**src/rtl/output_port_allocator.sv**
```systemverilog
// output_port_allocator: round-robin wormhole output allocator with downstream credit tracking.
// Define OUTPUT_ALLOC_STATS_EN to add the stat_flits / stat_stall counters.
module output_port_allocator #(
    parameter int NUM_INPUTS   = 5,
    parameter int CREDIT_DEPTH = 2,
    parameter int CNT_W        = $clog2(CREDIT_DEPTH + 1),
    parameter int IDX_W        = $clog2(NUM_INPUTS)
) (
    input  logic                  clk_noc,
    input  logic                  rst_noc_sync,
    input  logic [NUM_INPUTS-1:0] req,
    input  logic [NUM_INPUTS-1:0] req_tail,
    input  logic [NUM_INPUTS-1:0] turn_disable,
    input  logic                  credit_in,
    output logic [NUM_INPUTS-1:0] grant,
    output logic                  xfer,
    output logic                  locked,
    output logic [IDX_W-1:0]      locked_idx,
    output logic [CNT_W-1:0]      credit_count,
    output logic                  credit_err
`ifdef OUTPUT_ALLOC_STATS_EN
    ,
    output logic [31:0]           stat_flits,
    output logic [31:0]           stat_stall
`endif
);
    typedef enum logic {IDLE, LOCKED} state_t;
    state_t                r_state, w_state_nxt;
    logic [IDX_W-1:0]      r_idx, w_idx_nxt, r_ptr, w_ptr_nxt;
    logic [IDX_W-1:0]      w_winner, w_owner, w_j;
    logic [CNT_W-1:0]      r_cnt, w_cnt_nxt;
    logic                  r_err;
    logic [NUM_INPUTS-1:0] w_elig;
    logic                  w_any, w_has_credit, w_req_ok, w_tail, w_overflow;

    assign w_elig       = req & ~turn_disable;
    assign w_has_credit = r_cnt != '0;

    // Scan downwards so the last hit is the first eligible input at or after the pointer.
    always_comb begin
        w_winner = '0;
        w_j      = '0;
        for (int k = NUM_INPUTS - 1; k >= 0; k--) begin
            w_j = IDX_W'((int'(r_ptr) + k) % NUM_INPUTS);
            if (w_elig[w_j]) w_winner = w_j;
        end
    end

    assign w_owner  = (r_state == LOCKED) ? r_idx : w_winner;
    assign w_any    = (r_state == LOCKED) | (|w_elig);
    assign w_req_ok = (r_state == LOCKED) ? req[r_idx] : w_any;
    assign w_tail   = req_tail[w_owner];

    assign grant        = (rst_noc_sync | ~w_any) ? '0 : (NUM_INPUTS'(1) << w_owner);
    assign xfer         = ~rst_noc_sync & w_req_ok & w_has_credit;
    assign locked       = r_state == LOCKED;
    assign locked_idx   = r_idx;
    assign credit_count = r_cnt;
    assign credit_err   = r_err;

    always_comb begin
        w_state_nxt = r_state;
        w_idx_nxt   = r_idx;
        w_ptr_nxt   = r_ptr;
        if (xfer && !w_tail) begin
            w_state_nxt = LOCKED;
            w_idx_nxt   = w_owner;
        end
        if (xfer && w_tail) begin
            w_state_nxt = IDLE;
            w_ptr_nxt   = (w_owner == IDX_W'(NUM_INPUTS - 1)) ? '0 : w_owner + 1'b1;
        end
    end

    // A credit returned into a full counter is a protocol violation: hold the count, flag it.
    assign w_overflow = credit_in & ~xfer & (r_cnt == CNT_W'(CREDIT_DEPTH));
    assign w_cnt_nxt  = w_overflow ? r_cnt : r_cnt - CNT_W'(xfer) + CNT_W'(credit_in);

    always_ff @(posedge clk_noc) begin
        if (rst_noc_sync) begin
            r_state <= IDLE;
            r_idx   <= '0;
            r_ptr   <= '0;
            r_cnt   <= CNT_W'(CREDIT_DEPTH);
            r_err   <= 1'b0;
        end else begin
            r_state <= w_state_nxt;
            r_idx   <= w_idx_nxt;
            r_ptr   <= w_ptr_nxt;
            r_cnt   <= w_cnt_nxt;
            r_err   <= r_err | w_overflow;
        end
    end

`ifdef OUTPUT_ALLOC_STATS_EN
    logic [31:0] r_flits, r_stall;
    always_ff @(posedge clk_noc) begin
        if (rst_noc_sync) begin
            r_flits <= '0;
            r_stall <= '0;
        end else begin
            r_flits <= r_flits + 32'(xfer);
            r_stall <= r_stall + 32'(w_any & ~w_has_credit);
        end
    end
    assign stat_flits = r_flits;
    assign stat_stall = r_stall;
`endif
endmodule

```
**config.mk**
```make
export PLATFORM = sky130hd
export DESIGN_NAME = output_port_allocator
export DESIGN_NICKNAME = d
export VERILOG_FILES = /design/src/rtl/output_port_allocator.sv
export SDC_FILE = /design/constraint.sdc
export NUM_CORES = 1
export LEC_CHECK = 0
export BUFFER_PORTS_ARGS = -buffer_cell sky130_fd_sc_hd__buf_4
export CORE_MARGIN = 2
export CORE_UTILIZATION = 40
export CTS_BUF_LIST = sky130_fd_sc_hd__clkbuf_8
export DETAILED_ROUTE_END_ITERATION = 8
export GPL_ROUTABILITY_DRIVEN = 0
export MAX_ROUTING_LAYER = met4
export PLACE_DENSITY = 0.57
export SLEW_MARGIN = 20
export SYNTH_ARGS = -nofsm -noshare
export SYNTH_HDL_FRONTEND = slang
export SYNTH_SLANG_ARGS = --single-unit
```
**constraint.sdc**
```tcl
create_clock -name clk_noc -period 6.4 [get_ports clk_noc]
set_clock_uncertainty 0.2 [all_clocks]
set_input_delay 0.64 -clock clk_noc [delete_from_list [all_inputs] [get_ports clk_noc]]
set_output_delay 0.64 -clock clk_noc [all_outputs]
set_load 0.05 [all_outputs]
```
==> parameters.txt, run 1 <==
Parameter                              Value

Power and ir drop
  Leakage component of the power    1.23 nW
  Final total power    roughly 1.6 mW
  Total power per unit cell area    566 nW/µm²
  Worst vdd ir    0.000315 V

Synthesis
  Cell taking the most area after synthesis    sky130_fd_sc_hd__ha_1
  Main area contributors after synthesis    sky130_fd_sc_hd__ha_1 14%, sky130_fd_sc_hd__dfxtp_1 8.2%, sky130_fd_sc_hd__a21oi_1 4.9%
  Seq cells post-synth    10
  Synth async-reset ratio    0%
  EDFF count, synth    0
  Most common cell in the synthesized netlist    sky130_fd_sc_hd__nand2_1
  Count of cell types in the netlist    between 70 and 80
  Commonest cells in the netlist    30 x sky130_fd_sc_hd__nand2_1, 27 x sky130_fd_sc_hd__ha_1, 25 x sky130_fd_sc_hd__nor2_1, 24 x sky130_fd_sc_hd__a21oi_1, 20 x sky130_fd_sc_hd__inv_1
  Most frequently used flop master after synthesis    sky130_fd_sc_hd__dfxtp_1
  Share of Yosys cell area claimed by the top area cell type    between 10% and 20%
  Gate count of the mapped netlist    approximately 340
  Synth Warn #    0
  Cell area after synthesis    roughly 2400 µm²
  Fraction of the yosys area taken by sequential cells    8.21%
  Average footprint of a synthesized cell    7.19 µm²
  Net count after synthesis    ~380

Drt
  Average wire per standard cell    16.6 µm
  Via count normalized by instance count    6.04
  Routed wire length    7.33 mm
  Post-route DRC    0
  Via count    2665
  TritonRoute pass-1 iters    4
  Iteration-0 DRC Markers    243
  Antenna-violating nets left    0

Outcome
  Run status    complete, no violations

Floorplan
  Area of the die    6730 µm²
  DIE WIDTH    82.1 µm
  Row Count    28
  IO Pins    31
  Core area    5920 µm²
  Die Y    82.1 µm
  Starting density of the core    between 40 and 50%

Clock tree
  Number of setup buffers added after CTS    0
  TritonCTS clock tree    yes
  Clock root buffer    sky130_fd_sc_hd__clkbuf_8
  CTS HTree Levels    1
  Clock latency at the later pin of the worst-skew pair    0.23 ns
  Clock net sink count    10
  Max Buffers Root-to-Sink    2
  Number of buffers added by the clock tree synthesis step    3
  Clock-pin slew reported for the worst setup and hold paths after clock tree synthesis    0.05 ns
  Count of hold-fix buffers inserted at cts    0

Place
  Post-placement cell count    approximately 440
  Cell area after placement    2750 µm²
  Total half-perimeter wirelength after legalization and detailed placement    5.78 mm
  Total of buffers placed on input and output ports    30

STA
  Headroom to the max-slew limit    52.4%
  Final setup violating endpoints    0
  RSZ-0062 raised after global routing    false
  Max Transition Viols Final    0
  Setup total negative slack    0 ns
  Period utilisation layout    92.5%
  Worst Tran Pin Value    0.713 ns
  Fmax achieved    169 MHz
  Minimum clock period    5.92 ns
  Number of hold violations in the final report    0

Global routing
  Vias in the first global route    2491
  Number of antenna violations at the first check in global routing    0
  Total gr overflow    0
  Maximum number of pins on one net before global-route repair    30
  Global-route wire length before repair    12.2 mm
  Overall routing resource usage    23.7%

Flow run
  Max Cap Viol    0

Finish
  Final core area utilization    47.5%
  Layout Area Growth over Synthesis    15.3%
  Number of non-filler instances in the completed layout    ~440
  Antenna diode instance count    0
  Layout cells sized above 1    16.7%
  Final std cell area, no fill    around 2800 µm²
  Final net count    412

Critical path
  Worst-path fanout max    14
  Nature of the critical path endpoint    primary output
  Crit Path Category    flip-flop to primary output
  Arrival time at the worst endpoint    5.08 ns
  Register-to-Register Path Depth    20
  Type of origin of the critical path    flip-flop
  Required time of the worst setup path    5.56 ns

Min path
  Hold/Removal Path Class    flip-flop to flip-flop
  Worst hold path cell count    2
-- through the flow --
step                      hold WS, ns  setup WS [ns]
after floorplan                 0.497         0.0843
after global placement          0.262          0.890
after detailed placement        0.266          0.647
after CTS                       0.280          0.408
after global routing            0.308        0.00417
final                           0.273          0.482
-- state kept, by name, summed over array words and instances (netlist names) --
register      count
locked_idx        3
credit_err        1
r_ptr             3
locked            1
credit_count      2
-- layer usage --
layer	vias to the layer above	wire, µm	global-route usage [%]
met5	-	0	-
met4	0	225	11.0
met3	16	416	2.53
met2	96	3410	37.0
met1	1221	3290	30.7
li1	1332	-	-
-- cells by family after synthesis --
group                      count (synthesis)  synth area share (%)
DFF                                       10                  8.21
xor gates and xnor gates                  12                  4.31
buffers and inverters                     40                  6.72
muxes                                     12                  6.21
adders and majority gates                 27                  13.9
AOI/OAI and AO/OA                        117                  35.1
and+or+nand+nor                          121                  25.6
-- layout by cell type, fill, tap and decap left out, types with 3 or more instances in the layout --
master	instances
sky130_fd_sc_hd__a311oi_1	4
sky130_fd_sc_hd__ha_1	27
sky130_fd_sc_hd__nor2_1	25
sky130_fd_sc_hd__o21ai_1	3
sky130_fd_sc_hd__o221ai_1	3
sky130_fd_sc_hd__o211ai_1	7
sky130_fd_sc_hd__a31o_2	3
sky130_fd_sc_hd__nor3_1	7
sky130_fd_sc_hd__and3_1	4
sky130_fd_sc_hd__mux2i_1	8
sky130_fd_sc_hd__inv_1	20
sky130_fd_sc_hd__clkbuf_8	4
sky130_fd_sc_hd__or4_1	4
sky130_fd_sc_hd__a31oi_1	3
sky130_fd_sc_hd__xnor2_1	9
sky130_fd_sc_hd__dfxtp_1	10
sky130_fd_sc_hd__a21oi_1	24
sky130_fd_sc_hd__nor4_1	6
sky130_fd_sc_hd__nand2_1	30
sky130_fd_sc_hd__a211oi_1	10
sky130_fd_sc_hd__nand2b_1	11
sky130_fd_sc_hd__buf_4	38
sky130_fd_sc_hd__nor2b_1	7
sky130_fd_sc_hd__xor2_1	3
sky130_fd_sc_hd__a221oi_1	3
sky130_fd_sc_hd__a21o_1	5
sky130_fd_sc_hd__and2_1	7
sky130_fd_sc_hd__o21ai_0	15
sky130_fd_sc_hd__nand3_1	9
-- critical path, stage by stage, from the launching register on --
cell and delay [ns]:
sky130_fd_sc_hd__dfxtp_1 0.31, sky130_fd_sc_hd__clkinv_1 0.06, sky130_fd_sc_hd__ha_1 0.37, sky130_fd_sc_hd__inv_1 0.19
sky130_fd_sc_hd__ha_1 0.32, sky130_fd_sc_hd__buf_4 0.19, sky130_fd_sc_hd__nor2b_1 0.19, sky130_fd_sc_hd__inv_1 0.06
sky130_fd_sc_hd__ha_1 0.28, sky130_fd_sc_hd__nand2b_1 0.16, sky130_fd_sc_hd__o21ai_0 0.36, sky130_fd_sc_hd__o311ai_1 0.17
sky130_fd_sc_hd__a311oi_1 0.29, sky130_fd_sc_hd__o32ai_2 0.17, sky130_fd_sc_hd__or4_1 0.54, sky130_fd_sc_hd__a31oi_1 0.19
sky130_fd_sc_hd__a31oi_1 0.21, sky130_fd_sc_hd__inv_1 0.17, sky130_fd_sc_hd__ha_1 0.16, sky130_fd_sc_hd__ha_1 0.14
sky130_fd_sc_hd__inv_1 0.04, sky130_fd_sc_hd__nor2_1 0.09, sky130_fd_sc_hd__buf_4 0.20
-- final cells by class --
type                       instances  area, µm²
clock buffer                       4       55.1
fill                             602       3110
inverter                          25       96.3
multi-input combinational        289       2080
sequential                        10        200
tap                               75       93.8
timing repair buffer              38        285
-- where the power goes --
group / leakage [nW] / switching [mW] / internal (mW)
Sequential: 0.0818 / 0.0293 / 0.0850
Combinational: 1.12 / 0.879 / 0.518
Clock: 0.0288 / 0.0249 / 0.0541
Total: 1.23 / 0.933 / 0.657
-- path summary, 6_finish.rpt --
check / end / from / slack [ns]
min reg2reg: credit_err$_SDFF_PP0_ / credit_err$_SDFF_PP0_ / 0.27
min: credit_err$_SDFF_PP0_ / credit_err$_SDFF_PP0_ / 0.27
max: grant[3] / r_ptr[0]$_SDFFE_PP0P_ / 0.48
max reg2reg: r_ptr[1]$_SDFFE_PP0P_ / r_ptr[0]$_SDFFE_PP0P_ / 1.02
-- repair_timing --
| action | CTS | global route |
|---|---|---|
| resized for setup | 0 | 2 |
| endpoints found under the setup margin | 0 | 3 |
| hold endpoints to repair | 0 | 0 |
Power figures use the tool's default switching activity.
==> inputs of run 2 (changes only) <==
--- a/config.mk
+++ b/config.mk
@@ -13,6 +13,7 @@
 export GPL_ROUTABILITY_DRIVEN = 0
 export MAX_ROUTING_LAYER = met4
 export PLACE_DENSITY = 0.57
+export RECOVER_POWER = 100
 export SLEW_MARGIN = 20
 export SYNTH_ARGS = -nofsm -noshare
 export SYNTH_HDL_FRONTEND = slang
==> run 2 against run 1 <==
Net effect: non-clock buffer count unchanged; sequential power about the same; sequential share of layout area grew 0.13 points; global-route usage unchanged; die area unchanged; sequential cell count unchanged; clock-buffer cell count unchanged; critical endpoint unchanged.
==> parameters.txt, run 2 (synthesized netlist as in run 1, its figures left out) <==
Parameter                              Value

Outcome
  Run status    complete, no violations

Critical path
  CP max-delay cell    sky130_fd_sc_hd__or4_1
  Worst-path fanout max    14
  Arrival time at the worst endpoint    5.06 ns
  Type of origin of the critical path    flip-flop
  Critical path startpoint    r_ptr[0]$_SDFFE_PP0P_
  Source of the worst register-to-register timing path    r_ptr[0]$_SDFFE_PP0P_
  Flop2flop setup slack    0.76 ns
  Nature of the critical path endpoint    primary output
  End of the critical path    grant[3]
  Largest stage delay, worst path    0.54 ns
  Worst reg2reg endpoint    r_ptr[1]$_SDFFE_PP0P_
  Required time of the worst setup path    5.56 ns
  Cell breakdown of the critical path    clkinv_1 > ha_1 > inv_1 > ha_1 > buf_4 > nor2b_1 > inv_1 > ha_1 > nand2b_1 > o21ai_0 > o311ai_1 > a311oi_1 > o32ai_2 > or4_1 > a31oi_1 > a31oi_1 > inv_1 > ha_1 > ha_1 > inv_1 > nor2_1 > buf_4
  Register-to-Register Path Depth    20
  Cell repeated most along the worst path    sky130_fd_sc_hd__ha_1
  Crit Path Category    flip-flop to primary output

Floorplan
  Die Y    about 82 µm
  Core area    just under 6000 µm²
  Starting density of the core    41.2%
  IO Pins    31
  Area of the die    6730 µm²
  Row Count    28
  DIE WIDTH    just over 80 µm

Finish
  Most frequent cells in the layout    30 x sky130_fd_sc_hd__nand2_1, 27 x sky130_fd_sc_hd__ha_1, 27 x sky130_fd_sc_hd__buf_4
  Layout cells sized above 1    13.9%
  Final std cell area, no fill    2760 µm²
  Most common cell after layout, fill and taps aside    sky130_fd_sc_hd__nand2_1
  Antenna diode instance count    0
  Layout Area Growth over Synthesis    13.3%
  Final net count    412

Flow run
  Max Cap Viol    0

STA
  Minimum clock period    5.90 ns
  Max Transition Viols Final    0
  Fmax achieved    between 150 and 200 MHz
  Worst Tran Pin Value    0.694 ns
  Headroom to the max-slew limit    53.6%
  Final setup violating endpoints    0
  Number of hold violations in the final report    0
  Worst hold slack after final layout    0.268 ns
  Setup total negative slack    0 ns
  RSZ-0062 raised after global routing    false
  Period utilisation layout    between 90% and 100%

Drt
  Post-route DRC    0
  Average wire per standard cell    around 17 µm
  Routed wire length    7.31 mm
  Iteration-0 DRC Markers    243
  Via count normalized by instance count    6.08
  Antenna-violating nets left    0
  Via count    2680
  TritonRoute pass-1 iters    5

Clock tree
  Clock root buffer    sky130_fd_sc_hd__clkbuf_8
  Number of buffers added by the clock tree synthesis step    3
  Clock-pin slew reported for the worst setup and hold paths after clock tree synthesis    roughly 0.050 ns
  TritonCTS clock tree    yes
  Count of hold-fix buffers inserted at cts    0
  CTS HTree Levels    1
  Number of setup buffers added after CTS    0
  Max Buffers Root-to-Sink    2
  Clock net sink count    10
  Clock latency at the later pin of the worst-skew pair    0.23 ns

Power and ir drop
  Worst vdd ir    0.000308 V
  Total power per unit cell area    562 nW/µm²
  Leakage component of the power    around 1.2 nW

Place
  Total half-perimeter wirelength after legalization and detailed placement    slightly below 6 mm
  Total of buffers placed on input and output ports    30
  Cell area after placement    2750 µm²

Global routing
  Maximum number of pins on one net before global-route repair    30
  Overall routing resource usage    23.7%
  Total gr overflow    0
  Vias in the first global route    about 2500
  Number of antenna violations at the first check in global routing    0
  Global-route wire length before repair    12.2 mm

Min path
  Hold/Removal Path Class    flip-flop to flip-flop
==> run 2: cell count changes in the layout (fill, tap and decap cells not counted) <==
| cell | previous run | this run |
|---|---|---|
| sky130_fd_sc_hd__buf_4 | 38 | 27 |
| sky130_fd_sc_hd__clkbuf_2 | 0 | 2 |
| sky130_fd_sc_hd__o21ai_0 | 15 | 17 |
| sky130_fd_sc_hd__o21ai_4 | 1 | 0 |
| sky130_fd_sc_hd__o21ai_1 | 3 | 2 |
| sky130_fd_sc_hd__clkbuf_1 | 0 | 9 |
==> run 2: how the worst min path moves through the flow <==
stage / depth (start not counted) / start / endpoint
CTS: 2 / credit_err$_SDFF_PP0_ / credit_err$_SDFF_PP0_
floorplan: 2 / credit_err$_SDFF_PP0_ / credit_err$_SDFF_PP0_
global placement: 2 / credit_err$_SDFF_PP0_ / credit_err$_SDFF_PP0_
finish: 2 / credit_err$_SDFF_PP0_ / credit_err$_SDFF_PP0_
global route: 2 / credit_err$_SDFF_PP0_ / credit_err$_SDFF_PP0_
detailed placement: 2 / credit_err$_SDFF_PP0_ / credit_err$_SDFF_PP0_
==> run 2: metal layers <==
layer  part of all wire, %  GRT usage [%]  up-vias
li1                      -              -     1329
met1                    46           30.7     1257
met2                    46           37.0       80
met3                   4.1           2.53       14
met4                   3.0           11.0        0
met5                     0              -        -
==> run 2: power breakdown <==
group          total [mW]  switching (mW)  internal (mW)  leakage [nW]
registers           0.114          0.0285         0.0850        0.0818
clock network      0.0789          0.0249         0.0541        0.0288
logic                1.36           0.866          0.494          1.08
==> run 2: worst max-delay path, delay by kind of cell, from the launching register on <==
family	cells	cell delay (ns)
flops	1	0.31
simple gates	4	0.97
fa+ha+maj	5	1.26
compound gates	6	1.39
buf+inv	7	0.91
==> run 2: repair_timing <==
item	in CTS	in global routing
endpoints found under the hold margin	0	0
endpoints found under the setup margin	0	3
gates resized for setup	0	2
==> run 2: per-stage QoR <==
stage | total power, mW | utilization [%] | worst slack [ns] | cells
finish | 1.55 | 46.6 | 0.499 | 441
global route | 1.72 | 46.6 | 0.00417 | 441
floorplan | 1.17 | - | 0.0843 | 339
CTS | 1.58 | 47.4 | 0.408 | 441
detailed placement | 1.49 | 46.4 | 0.647 | 437
global placement | 1.50 | 46.4 | 0.890 | 437
==> run 2: cell type report <==
| class | instances | area [µm²] |
|---|---|---|
| Fill cell | 611 | 3160 |
| Clock buffer | 4 | 55.1 |
| Multi-Input combinational cell | 289 | 2070 |
| Timing Repair Buffer | 38 | 246 |
| Tap cell | 75 | 93.8 |
| Inverter | 25 | 96.3 |
| Sequential cell | 10 | 200 |
==> inputs of run 3 (changes only) <==
--- a/config.mk
+++ b/config.mk
@@ -9,10 +9,11 @@
 export CORE_MARGIN = 2
 export CORE_UTILIZATION = 40
 export CTS_BUF_LIST = sky130_fd_sc_hd__clkbuf_8
+export CTS_CLUSTER_SIZE = 16
 export DETAILED_ROUTE_END_ITERATION = 8
 export GPL_ROUTABILITY_DRIVEN = 0
 export MAX_ROUTING_LAYER = met4
-export PLACE_DENSITY = 0.57
+export PLACE_DENSITY = 0.6
 export RECOVER_POWER = 100
 export SLEW_MARGIN = 20
 export SYNTH_ARGS = -nofsm -noshare
==> run 3 against run 2 <==
Net effect: critical path type unchanged; clock-buffer cell count unchanged; combinational power about the same; clock power increased by 3.3%; first-iteration DRC count is 28% lower; hold slack better by 0.0098 ns; register-to-register slack better by 0.04 ns; largest cell class unchanged.
==> parameters.txt, run 3 (synthesized netlist as in run 1, its figures left out) <==
Parameter                              Value

Finish
  Layout Area Growth over Synthesis    14.1%
  Combined area of the multi-input logic cells    2070 µm²
  Most frequent cells in the layout    30 x sky130_fd_sc_hd__nand2_1, 29 x sky130_fd_sc_hd__buf_4, 26 x sky130_fd_sc_hd__ha_1
  Final core area utilization    47.0%
  Final std cell area, no fill    between 2000 and 3000 µm²
  Most common cell after layout, fill and taps aside    sky130_fd_sc_hd__nand2_1
  Number of non-filler instances in the completed layout    443
  Layout cells sized above 1    14.7%
  Antenna diode instance count    0
  Fill cell instance count of the final layout    624
  Total area of sequential cells    200 µm²
  Final net count    between 400 and 500

Power and ir drop
  Leakage component of the power    1.21 nW
  Share of power burned in combinational logic    87.3%
  Clock share of power    5.2%
  Internal Power    about 0.64 mW
  Share of total power consumed by net switching    58.9%
  Switching component of the power    0.917 mW
  Sequential fraction of design power    7.4%
  Worst vdd ir    0.000348 V
  Final total power    roughly 1.6 mW
  Total power per unit cell area    560 nW/µm²

Place
  Total half-perimeter wirelength after legalization and detailed placement    between 5 and 6 mm
  Cell area after placement    2760 µm²
  Pre-CTS setup slack    0.596 ns
  Post-placement cell count    439
  Total of buffers placed on input and output ports    30

Floorplan
  Area of the die    6730 µm²
  Die Y    82.1 µm
  DIE WIDTH    82.1 µm
  Starting density of the core    41.2%
  Row Count    28
  IO Pins    31
  Core area    5920 µm²

Drt
  Average wire per standard cell    16.2 µm
  Via count normalized by instance count    a little over 6
  Routed wire length    7.18 mm
  Iteration-0 DRC Markers    174
  Post-route DRC    0
  TritonRoute pass-1 iters    5
  Via count    ~2700
  Antenna-violating nets left    0

Critical path
  Nature of the critical path endpoint    primary output
  Type of origin of the critical path    flip-flop
  Arrival time at the worst endpoint    ~5.0 ns
  Required time of the worst setup path    5.56 ns
  Worst-path fanout max    13
  Critical path startpoint    r_ptr[2]$_SDFFE_PP0P_
  Source of the worst register-to-register timing path    r_ptr[0]$_SDFFE_PP0P_
  Crit Path Category    flip-flop to primary output

STA
  Worst Tran Pin Value    0.736 ns
  Max Transition Viols Final    0
  Headroom to the max-slew limit    50.8%
  Worst hold slack after final layout    0.278 ns
  RSZ-0062 raised after global routing    false
  Number of hold violations in the final report    0
  Final setup violating endpoints    0
  Period utilisation layout    91.5%
  Minimum clock period    5.85 ns
  Setup total negative slack    0 ns
  Worst Setup Slack, final    around 0.55 ns
  Fmax achieved    171 MHz

Clock tree
  Number of setup buffers added after CTS    0
  Clock latency at the later pin of the worst-skew pair    0.24 ns
  CTS HTree Levels    1
  Count of hold-fix buffers inserted at cts    0
  Clock-pin slew reported for the worst setup and hold paths after clock tree synthesis    ~0.05 ns
  Post-CTS sizing    0
  Number of buffers added by the clock tree synthesis step    3
  Clock root buffer    sky130_fd_sc_hd__clkbuf_8
  TritonCTS clock tree    yes
  Max Buffers Root-to-Sink    2
  Clock net sink count    10

Global routing
  Vias in the first global route    2474
  Overall routing resource usage    22.9%
  Maximum number of pins on one net before global-route repair    30
  Number of antenna violations at the first check in global routing    0
  Global-route wire length before repair    11.9 mm
  Total gr overflow    0

Flow run
  Max Cap Viol    0

Outcome
  Run status    complete, no violations

Min path
  Hold/Removal Path Class    flip-flop to flip-flop
  Startpoint of the most critical hold path    credit_err$_SDFF_PP0_
-- run 3: layout make-up --
class,count,area share (%)
tap,75,3.37
multi-input combinational,289,74.4
sequential,10,7.20
clock buffer,4,1.98
timing repair buffer,40,9.54
inverter,25,3.46
-- run 3: power groups by stage --
stage	sequential [mW]	clock (mW)	combinational [mW]
4_1_cts	0.116	0.0822	1.38
5_1_grt	0.119	0.0846	1.51
3_5_place_dp	0.117	0	1.37
3_3_place_gp	0.117	0	1.36
2_1_floorplan	0.161	0	1.01
6_report	0.116	0.0815	1.36
-- run 3: critical path: stages (launching register included) --
cell	delay (ns)
sky130_fd_sc_hd__dfxtp_1	0.51
sky130_fd_sc_hd__ha_1	0.52
sky130_fd_sc_hd__o21ai_1	0.20
sky130_fd_sc_hd__a211oi_1	0.26
sky130_fd_sc_hd__buf_4	0.19
sky130_fd_sc_hd__ha_1	0.14
sky130_fd_sc_hd__inv_1	0.05
sky130_fd_sc_hd__a221oi_1	0.55
sky130_fd_sc_hd__o211ai_1	0.19
sky130_fd_sc_hd__a221oi_1	0.46
sky130_fd_sc_hd__a41oi_1	0.15
sky130_fd_sc_hd__a21oi_1	0.22
sky130_fd_sc_hd__a31oi_1	0.09
sky130_fd_sc_hd__a31oi_1	0.43
sky130_fd_sc_hd__inv_1	0.16
sky130_fd_sc_hd__ha_1	0.21
sky130_fd_sc_hd__ha_1	0.17
sky130_fd_sc_hd__inv_1	0.05
sky130_fd_sc_hd__nor2_1	0.04
sky130_fd_sc_hd__buf_4	0.18
-- run 3: metal layers --
| layer | track usage, % | share of wire [%] | up-vias |
|---|---|---|---|
| met5 | - | 0 | - |
| li1 | - | - | 1338 |
| met4 | 3.67 | 0.58 | 0 |
| met3 | 2.09 | 6.6 | 4 |
| met2 | 37.6 | 47 | 105 |
| met1 | 31.1 | 46 | 1257 |
-- run 3: worst paths after layout --
kind / endpoint / slack [ns] / cells past startpoint
worst max-delay path: grant[3] / 0.55 / 19
worst min-delay path: credit_err$_SDFF_PP0_ / 0.28 / 2
worst max register to register: r_ptr[1]$_SDFFE_PP0P_ / 0.80 / 20
worst min register to register: credit_err$_SDFF_PP0_ / 0.28 / 2
